<file path="src/rtl/calc_pkg.sv">
// Shared calculator definitions.
// Holds the operator key codes that follow the digits 0-9 on the keypad,
// the keypad scanner state encoding and two small helpers that decode a
// sampled row vector. The row vector is active-low.
package calc_pkg;

  localparam logic [3:0] KEY_ADD   = 4'hA;
  localparam logic [3:0] KEY_SUB   = 4'hB;
  localparam logic [3:0] KEY_STORE = 4'hC;
  localparam logic [3:0] KEY_LOAD  = 4'hD;
  localparam logic [3:0] KEY_ENTER = 4'hE;
  localparam logic [3:0] KEY_NOP   = 4'hF;

  typedef enum logic [1:0] {
    SCAN     = 2'd0,
    DEBOUNCE = 2'd1,
    HELD     = 2'd2
  } scan_state_e;

  // True when exactly one row line is pulled low.
  function automatic logic is_one_low(input logic [3:0] rows);
    return ($countones(~rows) == 1);
  endfunction

  // Index of the low row. Only meaningful when is_one_low() holds.
  function automatic logic [1:0] low_index(input logic [3:0] rows);
    logic [1:0] idx;
    idx = 2'd0;
    unique case (rows)
      4'b1110: idx = 2'd0;
      4'b1101: idx = 2'd1;
      4'b1011: idx = 2'd2;
      4'b0111: idx = 2'd3;
      default: idx = 2'd0;
    endcase
    return idx;
  endfunction

endpackage

</file>
<file path="src/rtl/keypad_scanner_if.sv">
// Key delivery channel from the keypad scanner to the calculator control FSM.
//   tecla    : code of the last accepted key (4*row + col)
//   ready    : one-cycle strobe in the cycle tecla first shows a new code
//   key_held : high while the accepted key is still down
// master = scanner side, slave = control FSM side.
interface keypad_scanner_if;
  logic [3:0] tecla;
  logic       ready;
  logic       key_held;

  modport master (output tecla, output ready, output key_held);
  modport slave  (input  tecla, input  ready, input  key_held);
endinterface

</file>
<file path="src/rtl/sync_2ff.sv">
// Two-flop synchronizer for a bus of independent asynchronous levels.
//   clk   : destination clock
//   reset : synchronous, active-high; loads RST_VAL into both stages
//   d     : asynchronous input bus
//   q     : synchronized output bus
module sync_2ff #(
  parameter int             W       = 4,
  parameter logic [W-1:0]   RST_VAL = '1
) (
  input  logic         clk,
  input  logic         reset,
  input  logic [W-1:0] d,
  output logic [W-1:0] q
);

  logic [W-1:0] meta_q;
  logic [W-1:0] sync_q;

  always_ff @(posedge clk) begin
    if (reset) begin
      meta_q <= RST_VAL;
      sync_q <= RST_VAL;
    end else begin
      meta_q <= d;
      sync_q <= meta_q;
    end
  end

  assign q = sync_q;

endmodule

</file>
<file path="src/rtl/keypad_scanner.sv">
// 4x4 matrix keypad scanner with press and release debounce.
//   clk     : system clock
//   reset   : synchronous, active-high
//   row_in  : keypad rows, active-low, asynchronous to clk
//   col_out : column drive, active-low, exactly one bit low
//   kp      : key delivery channel (tecla / ready / key_held)
//
// state    | meaning
// ---------+-----------------------------------------------------------
// SCAN     | walk the columns one per tick looking for a single low row
// DEBOUNCE | column frozen, count ticks where the captured row stays low
// HELD     | key accepted, count ticks of all-rows-high to accept release
module keypad_scanner
  import calc_pkg::*;
#(
  parameter int CLK_DIV      = 1000,
  parameter int DEBOUNCE_CNT = 8
) (
  input  logic             clk,
  input  logic             reset,
  input  logic [3:0]       row_in,
  output logic [3:0]       col_out,
  keypad_scanner_if.master kp
);

  localparam int TW = (CLK_DIV > 1) ? $clog2(CLK_DIV) : 1;
  localparam int DW = $clog2(DEBOUNCE_CNT + 1);
  localparam logic [TW-1:0] TICK_LAST = TW'(CLK_DIV - 1);
  localparam logic [DW-1:0] DB_LAST   = DW'(DEBOUNCE_CNT - 1);

  logic [3:0]    rs;
  logic [TW-1:0] tick_cnt_q;
  logic          tick;

  scan_state_e   state_q;
  logic [1:0]    col_q;
  logic [3:0]    col_out_q;
  logic [1:0]    row_q;
  logic [DW-1:0] dbc_q;
  logic [3:0]    tecla_q;
  logic          ready_q;
  logic          held_q;
  logic [3:0]    row_pat;

  sync_2ff #(.W(4), .RST_VAL(4'b1111)) u_row_sync (
    .clk   (clk),
    .reset (reset),
    .d     (row_in),
    .q     (rs)
  );

  always_ff @(posedge clk) begin
    if (reset)     tick_cnt_q <= '0;
    else if (tick) tick_cnt_q <= '0;
    else           tick_cnt_q <= tick_cnt_q + 1'b1;
  end

  assign tick = (tick_cnt_q == TICK_LAST);

  // Row pattern the captured key produces on its own column.
  assign row_pat = ~(4'b0001 << row_q);

  // col_q and col_out_q always advance together; col_out_q is kept as its
  // own register so the pin drive comes straight from a flop.
  always_ff @(posedge clk) begin
    if (reset) begin
      state_q   <= SCAN;
      col_q     <= 2'd0;
      col_out_q <= 4'b1110;
      row_q     <= 2'd0;
      dbc_q     <= '0;
      tecla_q   <= 4'd0;
      ready_q   <= 1'b0;
      held_q    <= 1'b0;
    end else begin
      ready_q <= 1'b0;
      if (tick) begin
        unique case (state_q)
          SCAN: begin
            if (is_one_low(rs)) begin
              row_q   <= low_index(rs);
              dbc_q   <= '0;
              state_q <= DEBOUNCE;
            end else begin
              col_q     <= col_q + 2'd1;
              col_out_q <= {col_out_q[2:0], col_out_q[3]};
            end
          end
          DEBOUNCE: begin
            if (rs == row_pat) begin
              if (dbc_q == DB_LAST) begin
                tecla_q <= {row_q, col_q};
                ready_q <= 1'b1;
                held_q  <= 1'b1;
                dbc_q   <= '0;
                state_q <= HELD;
              end else begin
                dbc_q <= dbc_q + 1'b1;
              end
            end else begin
              col_q     <= col_q + 2'd1;
              col_out_q <= {col_out_q[2:0], col_out_q[3]};
              state_q   <= SCAN;
            end
          end
          HELD: begin
            // Any low row, including a different key, restarts the release count.
            if (rs == 4'b1111) begin
              if (dbc_q == DB_LAST) begin
                held_q    <= 1'b0;
                dbc_q     <= '0;
                col_q     <= col_q + 2'd1;
                col_out_q <= {col_out_q[2:0], col_out_q[3]};
                state_q   <= SCAN;
              end else begin
                dbc_q <= dbc_q + 1'b1;
              end
            end else begin
              dbc_q <= '0;
            end
          end
          default: state_q <= SCAN;
        endcase
      end
    end
  end

  assign col_out     = col_out_q;
  assign kp.tecla    = tecla_q;
  assign kp.ready    = ready_q;
  assign kp.key_held = held_q;

endmodule

</file>
<file path="src/flat_wrapper.sv">
// flat-port wrapper written by rule: the top's interface ports become plain ports
module keypad_scanner_flat import calc_pkg::*;
#(
  parameter int CLK_DIV      = 1000,
  parameter int DEBOUNCE_CNT = 8
)
  (clk, reset, row_in, col_out, kp_tecla, kp_ready, kp_key_held);
  keypad_scanner_if kp_i ();
  input  logic clk;
  input  logic reset;
  input  logic [3:0] row_in;
  output logic [3:0] col_out;
  output wire logic [$bits(kp_i.tecla)-1:0] kp_tecla;
  output wire logic [$bits(kp_i.ready)-1:0] kp_ready;
  output wire logic [$bits(kp_i.key_held)-1:0] kp_key_held;
  assign kp_tecla = kp_i.tecla;
  assign kp_ready = kp_i.ready;
  assign kp_key_held = kp_i.key_held;
  keypad_scanner #(.CLK_DIV(CLK_DIV), .DEBOUNCE_CNT(DEBOUNCE_CNT)) u_core (.clk(clk), .reset(reset), .row_in(row_in), .col_out(col_out), .kp(kp_i));
endmodule
</file>
<file path="config.mk">
export PLATFORM = sky130hd
export DESIGN_NAME = keypad_scanner_flat
export DESIGN_NICKNAME = d
export VERILOG_FILES = /design/src/rtl/calc_pkg.sv /design/src/rtl/keypad_scanner_if.sv /design/src/rtl/sync_2ff.sv /design/src/rtl/keypad_scanner.sv /design/src/flat_wrapper.sv
export SDC_FILE = /design/constraint.sdc
export NUM_CORES = 1
export LEC_CHECK = 0
export CELL_PAD_IN_SITES_DETAIL_PLACEMENT = 1
export CELL_PAD_IN_SITES_GLOBAL_PLACEMENT = 1
export CORE_ASPECT_RATIO = 0.6
export CORE_MARGIN = 8
export CORE_UTILIZATION = 43
export DETAILED_ROUTE_END_ITERATION = 10
export DONT_BUFFER_PORTS = 1
export PLACE_DENSITY_LB_ADDON = 0.1
export SYNTH_ARGS = -nofsm -noshare
export SYNTH_HDL_FRONTEND = slang
export SYNTH_HIERARCHICAL = 1
export SYNTH_SLANG_ARGS = --single-unit
</file>
<file path="constraint.sdc">
create_clock -name clk -period 2.3 [get_ports clk]
set_input_delay 0.46 -clock clk [delete_from_list [all_inputs] [get_ports clk]]
set_output_delay 0.46 -clock clk [all_outputs]
set_load 0.01 [all_outputs]
</file>
* Word-level counts from Yosys, hierarchy flattened
Index checks and enable logic that the tools add are counted.
Storage, ports and cells: bits in latches 0, logic and storage cells 80, RAM bits 0, bits in read-only memories 0, register bits 38, memories kept 0
Operators by class: multiplexer cells 28, $add $sub $neg 6, multiply operators 0, reductions and logical operators 11, divide/modulo/power cells 0, eq/ne operators 18, magnitude comparators 0, bitwise gates (word level) 5, shift operators 1
Operator list (count):
- 32-bit adder | 1
- 32-bit by 2-bit == test with 1-bit output (second input constant) | 1
- 4-bit two-way mux | 8
- 4-bit case mux with 3 select lines | 2
- 2-bit two-way mux | 9
- 2-bit case mux with 3 select lines | 3
- 4-bit == test (second input constant) | 3
- 6-bit AND reduction | 2
- 10-bit by 1-bit adder with 10-bit output (second input constant) | 1
- 10-bit == test (second input constant) | 1
- 2-bit by 1-bit != test with 1-bit output (second input constant) | 5
- 4-bit by 3-bit == test with 1-bit output (second input constant) | 2
- 4-bit NOT | 2
- 4-bit AND reduction | 2
- 1-bit two-way mux | 5
- 5-bit AND reduction | 1
- 1-bit by 1-bit adder with 2-bit output | 2
- 4-bit by 1-bit adder with 4-bit output (second input constant) | 1
- 4-bit == test | 1
- 2-bit != test (second input constant) | 2
- 4-bit OR reduction | 1
- 1-bit by 2-bit << shifter with 4-bit output (first input constant) | 1
- 3-bit != test (second input constant) | 1
- 1-bit NOT | 3
- other kinds (9) | 9

* Longest topological paths before layout
Gate-level depths: netlist (run 1).
word-level depth 6, depth in mapped cells 9, gate-level depth less buffers 9

* Modules after synthesis
The synthesis (run 1) kept the hierarchy.
Modules (own cells, without submodules):
- keypad_scanner | sequential area each 600.6 um^2, area each 1575.3 um^2, instances 1, cells each 176
- sync_2ff | sequential area each 160.2 um^2, area each 210.2 um^2, instances 1, cells each 16

* Least setup slack after synthesis (run 1)
Ideal clock, no wire load.
path type reg2reg, from register u_core.u_row_sync.sync_q[0], in the netlist u_core/u_row_sync/q[0], to register u_core.dbc_q[3], period minus slack after synthesis 2.579 ns, data arrival time 2.508 ns, required time 2.229 ns, stages on the path, launching flop included 10, buffers on the path 0, slack -0.279 ns, cell sequence dfxtp_1 -> fa_1 -> inv_1 -> ha_1 -> ha_1 -> nor3b_1 -> nand2b_1 -> o311ai_4 -> or4_1 -> a21oi_1
On the way: word-level cells in the longest chain between the ends 6
RTL lines:
- start, declared | RTL line sync_2ff.sv:17 | logic [W-1:0] sync_q;
- start signal, assigned | RTL line sync_2ff.sv:25 | sync_q <= meta_q;
- 4-bit NOT | RTL line calc_pkg.sv:22 | return ($countones(~rows) == 1);
- 1-bit by 1-bit adder with 2-bit output (not written as such) | RTL line calc_pkg.sv:22
- 32-bit adder (not written as such) | RTL line calc_pkg.sv:22
- 32-bit by 2-bit == test with 1-bit output | RTL line calc_pkg.sv:22
- 2-bit by 1-bit != test with 1-bit output (no source line)
- 4-bit AND reduction (no source line)
- end signal, assigned | RTL line keypad_scanner.sv:98 | dbc_q <= dbc_q + 1'b1;
- end signal, assigned | RTL line keypad_scanner.sv:116 | dbc_q <= dbc_q + 1'b1;
- end, declared | RTL line keypad_scanner.sv:39 | logic [DW-1:0] dbc_q;
Several ways; a longest one is shown, not always the timed one. A chain may end at the register's enable or synchronous reset.

* Worst setup path after layout (run 1)
from register u_core.u_row_sync.sync_q[0], in the netlist u_core/u_row_sync/q[0], to register u_core.dbc_q[0]
The elaborated chain is that of the path after synthesis.

==> out/results.ini, run 1 <==
[global_route]
grt_use_total = 0.156
grt_pass1_wl_um = 7880
grt_max_degree = 33
grt_pass1_vias = 1546
antenna_found_initial = 0
overflow = 0

[clock_tree]
cts_tree = done
root_buffer = clkbuf_8
cts_sinks = 38
cts_buffers = 5
clk_latency_ns = 0.29
cts_buffer_depth = 2
clk_pin_slew_ns = 0.07
cts_hold_buffers = 0
htreeDepth = 2

[route]
first_pass_iters = 4
drtAntennaViolNets = 0
drt_iter0_drc = 50
vias_per_cell = 5.37
routedWlPerCell_um = 16.9
routed_wl_um = 4620
drc = 0
vias = 1466

[synthesis]
ys.flop_type = dfxtp_1
syn-num-nets = 209
ys_warn_count = 6
synth_most_common_cell = dfxtp_1
syn_area_mm2 = 0.00179
netlist-cell-type-count = 42
synthCells = 192
async_reset_ff_frac = 0
synth_top_area_cell = dfxtp_1
synth-edff-count = 0
syn_avg_cell_area_um2 = 9.30
ys_ff_latch = 38
synth_area_leaders = dfxtp_1 (43%), ha_1 (7.0%), nor2_1 (5.5%)
synth_seq_area_share = 0.426
post-synth-top-area-fraction = 0.426
synthTopCellsByCount = dfxtp_1 (38), nor2_1 (26), inv_1 (12), nand3_1 (12), ha_1 (10)

[final_layout]
nFillCells = 465
drive_gt1_frac = 0.265
stdcell_count = 273
final_cell_area_mm2 = 0.00225
diodes = 0
syn_to_final_growth_pct = 25.8
multi_input_area_mm2 = 0.00105
final_nets = 239
regArea_um2 = 767

[timing]
period_needed_ns = 2.53
hold_violations = 0
slew_viol_final = 0
rsz0062_at_grt = true
hold_slack_ns = 0.231
fmax_ghz = 0.395
setup_viol = 9
fin_setup_tns_ns = -1.00
skew_ns = 0.00358
period_share = 1.10
final.setup.worst_slack_ns = -0.233
slew-limit-headroom = 0.492
tightest_slew_ns = 0.759

[critical_path]
crit_chain = fa_1 > inv_1 > ha_2 > ha_4 > nor3b_4 > nand2b_4 > o311ai_4 > or4b_4 > a21oi_2
cpMaxStageDelayCell = fa_1
max_stage_delay_ns = 0.54
cp-end-kind = register
start_kind = register
critical_path_class = reg2reg
cp_data_required_time_ns = 2.53
crit_fanout = 6
critPathArrivalTime_ns = 2.76

[placed_design]
io_buffers = 0
placed_cells = 255
placed_area_mm2 = 0.00199
gp_congestion = 0.936
dp.final_hpwl_um = 3380

[power_and_ir_drop]
peakVddDrop_uv = 397
leakage_uw = 0.000907
p_per_area_mw_per_mm2 = 591

[floorplan]
core_area_mm2 = 0.00405
start_util = 0.440
die_x_um = 99.2
num_rows = 18
dieArea_mm2 = 0.00654
die_h_um = 65.9
pin_count = 16

[job]
cap_viol_max_count = 0

[status]
status = finished with violations
violations = negative setup slack

[hold_path]
hp-class = in2reg

## logic make-up (layout without fill, tap and decap cells)
logic type,after synthesis,count (layout),share of synthesized area
xor+xnor,9,9,0.0441
simple gates,81,81,0.243
fa+ha+maj,11,11,0.0813
mux,10,10,0.0568
flops,38,38,0.426
compound gates,27,27,0.114
buf+inv,16,47,0.0343
## metal layers
metal  track usage  wire length [um]  vias to the layer above
met5             0                 0                        -
met4        0.0543                65                        0
met3        0.0546               241                        8
met2         0.232              1920                       23
met1         0.205              2390                      712
li1              -                 -                      723
## report_power, final
| part | internal [uW] | switching [uW] |
|---|---|---|
| Combinational | 46.1 | 39.7 |
| Clock | 322 | 243 |
| Sequential | 668 | 7.76 |
| Total | 1040 | 291 |
## flip-flops by register name (all words and copies together) (netlist names)
name	flops
u_core/state_q	2
u_core/u_row_sync/q	4
u_core/col_out	4
u_core/dbc_q	4
u_core/kp.ready	1
u_core/kp.key_held	1
u_core/row_q	2
u_core/col_q	2
u_core/tick_cnt_q	10
u_core/kp.tecla	4
u_core/u_row_sync/meta_q	4
## critical path, delay by kind of cell (launching register included)
kind | cells | cell delay [ns]
and+or+nand+nor | 3 | 0.87
adders and majority gates | 3 | 0.92
AOI/OAI and AO/OA | 2 | 0.27
buffers and inverters | 1 | 0.05
DFF | 1 | 0.35
## final timing paths
path / from / endpoint / slack [ns] / depth (start not counted)
setup reg to reg: u_core/u_row_sync/q[0] / u_core/dbc_q[0] / -0.23 / 9
hold reg to reg: u_core/u_row_sync/meta_q[2] / u_core/u_row_sync/q[2] / 0.41 / 1
hold / removal: reset / u_core/col_q[1] / 0.23 / 1
setup / recovery: u_core/u_row_sync/q[0] / u_core/dbc_q[0] / -0.23 / 9
## timing repair
item	in CTS	in global routing
pin swaps	4	6
resized for setup	7	8
gates cloned	0	0
setup buffers	4	6
setup endpoints to repair	8	15
## final cells by class
type	instances	area share
Inverter	12	0.0201
Multi-Input combinational cell	138	0.468
Timing Repair Buffer	27	0.0919
Clock buffer	5	0.0306
Clock inverter	3	0.0201
Sequential cell	38	0.342
Tap cell	50	0.0279
## stage by stage
| step | power [uW] | setup WS (ns) | util |
|---|---|---|---|
| after detailed placement | 761 | -0.274 | 0.492 |
| after global placement | 755 | -0.135 | 0.492 |
| after floorplan | 739 | -0.130 | - |
| after CTS | 1330 | -0.229 | 0.534 |
| final | 1330 | -0.233 | 0.554 |
| after global routing | 1390 | -0.306 | 0.554 |
## placed cells by master (no fill, tap or decap), types with 2 or more instances in the layout
cell type,n
inv_1,12
or2_1,8
dfxtp_2,2
or4_1,2
nand3_1,10
dfxtp_1,35
a21oi_1,6
xnor2_1,4
xor2_1,5
o21ai_0,5
clkinvlp_4,2
mux2i_1,9
nand2_1,6
o21a_1,2
and3_1,6
nand2b_1,2
clkbuf_8,5
nand3b_1,3
o31ai_1,2
buf_4,26
ha_1,8
nor3_1,2
nor2_1,25
a21oi_2,4
(Power assumes the default switching activity.)
==> run 2, diff against run 1 <==
ABC_CLOCK_PERIOD_IN_PS = 2300   (was not set)
CORE_MARGIN = 4   (was 8)
SYNTH_HIERARCHICAL = not set   (was 1)
==> run 2 against run 1 <==
Compared with the run above: the flow still finishes with violations (negative setup slack); count of clock-buffer cells in the layout up 1; final area up 5.9%; synthesized cell count up 2.6%; clock skew up 0.0045 ns; via count up 9.8%; largest cell class unchanged; largest power group unchanged.
==> out/results.ini, run 2 <==
[status]
status = finished with violations
violations = negative setup slack

[global_route]
grt_pass1_wl_um = 8040  ; +2.0%
antenna_found_initial = 0  ; unchanged
grt_pass1_vias = 1656  ; +7.1%
grt_use_total = 0.195  ; +0.0390
grt_max_degree = 33  ; unchanged
overflow = 0  ; unchanged

[job]
cap_viol_max_count = 0  ; unchanged

[power_and_ir_drop]
p_int_uw = 968  ; -6.6%
p_seq_frac = 0.529  ; +0.020
pwr-share-clk = 0.385  ; -0.041
p_switching_uw = 312  ; +7.2%
swShare = 0.244  ; +0.0246
p_comb_frac = 0.085  ; +0.020
p_per_area_mw_per_mm2 = 538  ; -9.0%
leakage_uw = 0.000918  ; +1.2%
peakVddDrop_uv = 334  ; -16%
power.total_uw = 1280  ; -3.6%

[placed_design]
pre_cts_slack_ns = -0.179  ; +0.0953 ns
io_buffers = 0  ; unchanged
placed_cells = 272  ; +6.7%
gp_congestion = 0.814  ; -13%
dp.final_hpwl_um = 3500  ; +3.5%

[route]
routed_wl_um = 5750  ; +24%
vias = 1609  ; +9.8%
drc = 0  ; unchanged
first_pass_iters = 4  ; unchanged
drtAntennaViolNets = 0  ; unchanged
routedWlPerCell_um = 19.8  ; +17%
drt_iter0_drc = 102  ; +100%
vias_per_cell = 5.53  ; +3.0%

[timing]
rsz0062_at_grt = true
setup_viol = 13  ; +4
fmax_ghz = 0.399  ; +0.97%
slew_viol_final = 0  ; unchanged
period_needed_ns = 2.51  ; -0.0245 ns
fin_setup_tns_ns = -1.37  ; -0.372 ns
slew-limit-headroom = 0.712  ; +0.220
period_share = 1.09  ; -0.0106
hold_violations = 0  ; unchanged
tightest_slew_ns = 0.429  ; -0.329 ns
final.setup.worst_slack_ns = -0.209  ; +0.0245 ns
skew_ns = 0.00806  ; +0.00448 ns

[critical_path]
cp-end-kind = register
critical_path_class = reg2reg
cp_data_required_time_ns = 2.54  ; about the same
cpMaxStageDelayCell = fa_1
r2r_cells = 11  ; +2
critPathArrivalTime_ns = 2.75  ; about the same
max_stage_delay_ns = 0.53  ; about the same
reg2reg_from = u_core.u_row_sync.q[2]
start_kind = register
timing.rr.end = u_core.col_q[1]
crit_chain = inv_2 > ha_4 > ha_4 > fa_1 > nor3b_2 > buf_4 > buf_4 > nand2_2 > nand3_4 > or4_4 > a21oi_2
crit_fanout = 3  ; -3
critPathTopFamily = adder cells
path_buf_inv = 3  ; +2
reg2reg_setup_slack_ns = -0.21  ; +0.02 ns

[final_layout]
drive_gt1_frac = 0.363  ; +0.0987
regMostFlops = u_core.tick_cnt_q
multi_input_area_mm2 = 0.00114  ; +8.2%
final_common_cell = dfxtp_1
final_nets = 254  ; +6.3%
post-route-util = 0.618  ; +0.0638
final_cell_mix = dfxtp_1 (34), buf_4 (30), nor2_1 (24)
diodes = 0  ; unchanged
nFillCells = 437  ; -6.0%
largest_reg_flops = 10  ; unchanged
stdcell_count = 291  ; +6.6%
regArea_um2 = 766  ; -0.16%
syn_to_final_growth_pct = 31.6

[synthesis]
synth_most_common_cell = dfxtp_1
synthTopCellsByCount = dfxtp_1 (38), nor2_1 (25), ha_1 (14), nand3_1 (13), inv_1 (11)
syn_avg_cell_area_um2 = 9.18  ; -1.3%
synth_seq_area_share = 0.421  ; -0.00531
syn-num-nets = 218  ; +4.3%
synth-edff-count = 0  ; unchanged
ys.flop_type = dfxtp_1
syn_area_mm2 = 0.00181  ; +1.3%
post-synth-top-area-fraction = 0.421  ; -0.00531
async_reset_ff_frac = 0  ; unchanged
ys_ff_latch = 38  ; unchanged
ys_warn_count = 0  ; -6
synth_top_area_cell = dfxtp_1
synth_area_leaders = dfxtp_1 (42%), ha_1 (9.7%), nor2_1 (5.2%)
netlist-cell-type-count = 38  ; -9.5%
synthCells = 197  ; +2.6%

[floorplan]
die_x_um = 91.7  ; -7.5%
dieArea_mm2 = 0.00534  ; -18%
die_h_um = 58.2  ; -12%
num_rows = 17  ; -1
pin_count = 16  ; unchanged
core_area_mm2 = 0.00385  ; -5.0%
start_util = 0.470  ; +0.0292

[clock_tree]
clk_pin_slew_ns = 0.08  ; about the same
clk_latency_ns = 0.30  ; about the same
htreeDepth = 2  ; unchanged
cts_sinks = 38  ; unchanged
cts_buffers = 5  ; unchanged
cts_buffer_depth = 2  ; unchanged
root_buffer = clkbuf_8
cts_hold_buffers = 0  ; unchanged
cts_tree = done

[hold_path]
hold_end = u_core.col_out[0]
min_from = reset
hp-class = in2reg
min_path_cells = 1  ; unchanged

[run 2: cell count changes in the layout (fill, tap and decap cells not counted), moves of 4 or more]
cell,before,now
inv_1,12,7
or2_2,1,10
and3_1,6,1
or2_1,8,0
buf_4,26,30
inv_2,0,4
[run 2: kinds of logic after synthesis]
group,Yosys count,share of synthesized area
xor gates and xnor gates,8,0.0388
and+or+nand+nor,85,0.248
adders and majority gates,15,0.108
buffers and inverters,15,0.0311
muxes,8,0.0443
AOI/OAI and AO/OA,28,0.109
DFF,38,0.421
[run 2: layout make-up]
type | instances | share of cell area
multi-input combinational | 144 | 0.478
sequential | 38 | 0.322
timing repair buffer | 33 | 0.113
clock buffer | 6 | 0.0347
tap | 57 | 0.0300
inverter | 11 | 0.0174
clock inverter | 2 | 0.00526
[run 2: through the flow]
stage               instance area, um^2  hold WS [ns]
floorplan                          1850         0.389
global placement                   2070         0.393
detailed placement                 2070         0.399
CTS                                2260         0.212
global route                       2380         0.203
finish                             2380         0.216
[run 2: how the worst max path moves through the flow]
| stage | start | endpoint | cells after the start |
|---|---|---|---|
| after floorplan | u_core.u_row_sync.q[0] | u_core.dbc_q[2] | 9 |
| final | u_core.u_row_sync.q[2] | u_core.col_q[1] | 11 |
| after CTS | u_core.u_row_sync.q[3] | u_core.dbc_q[2] | 9 |
| after detailed placement | u_core.u_row_sync.q[1] | u_core.dbc_q[2] | 9 |
| after global placement | u_core.u_row_sync.q[0] | u_core.dbc_q[2] | 9 |
| after global routing | u_core.u_row_sync.q[2] | u_core.col_q[1] | 11 |
[run 2: repair_timing]
| item | CTS | global route |
|---|---|---|
| pin swaps | 11 | 11 |
| gates cloned | 0 | 0 |
| gates resized for setup | 10 | 18 |
| setup buffers | 6 | 5 |
| setup endpoints to repair | 12 | 17 |
[run 2: power by group through the flow]
stage / combinational [uW] / clock [uW] / sequential (uW)
final: 109 / 493 / 677
after CTS: 89.9 / 497 / 677
after detailed placement: 76.4 / 0 / 692
after global routing: 117 / 535 / 679
after global placement: 73.0 / 0 / 691
after floorplan: 52.8 / 0 / 691
[run 2: per-layer routing]
metal / track usage / share of wire / routed length [um]
met1: 0.245 / 0.45 / 2620
met4: 0.0740 / 0.035 / 199
met3: 0.0661 / 0.048 / 278
met5: 0 / 0 / 0
met2: 0.314 / 0.46 / 2660
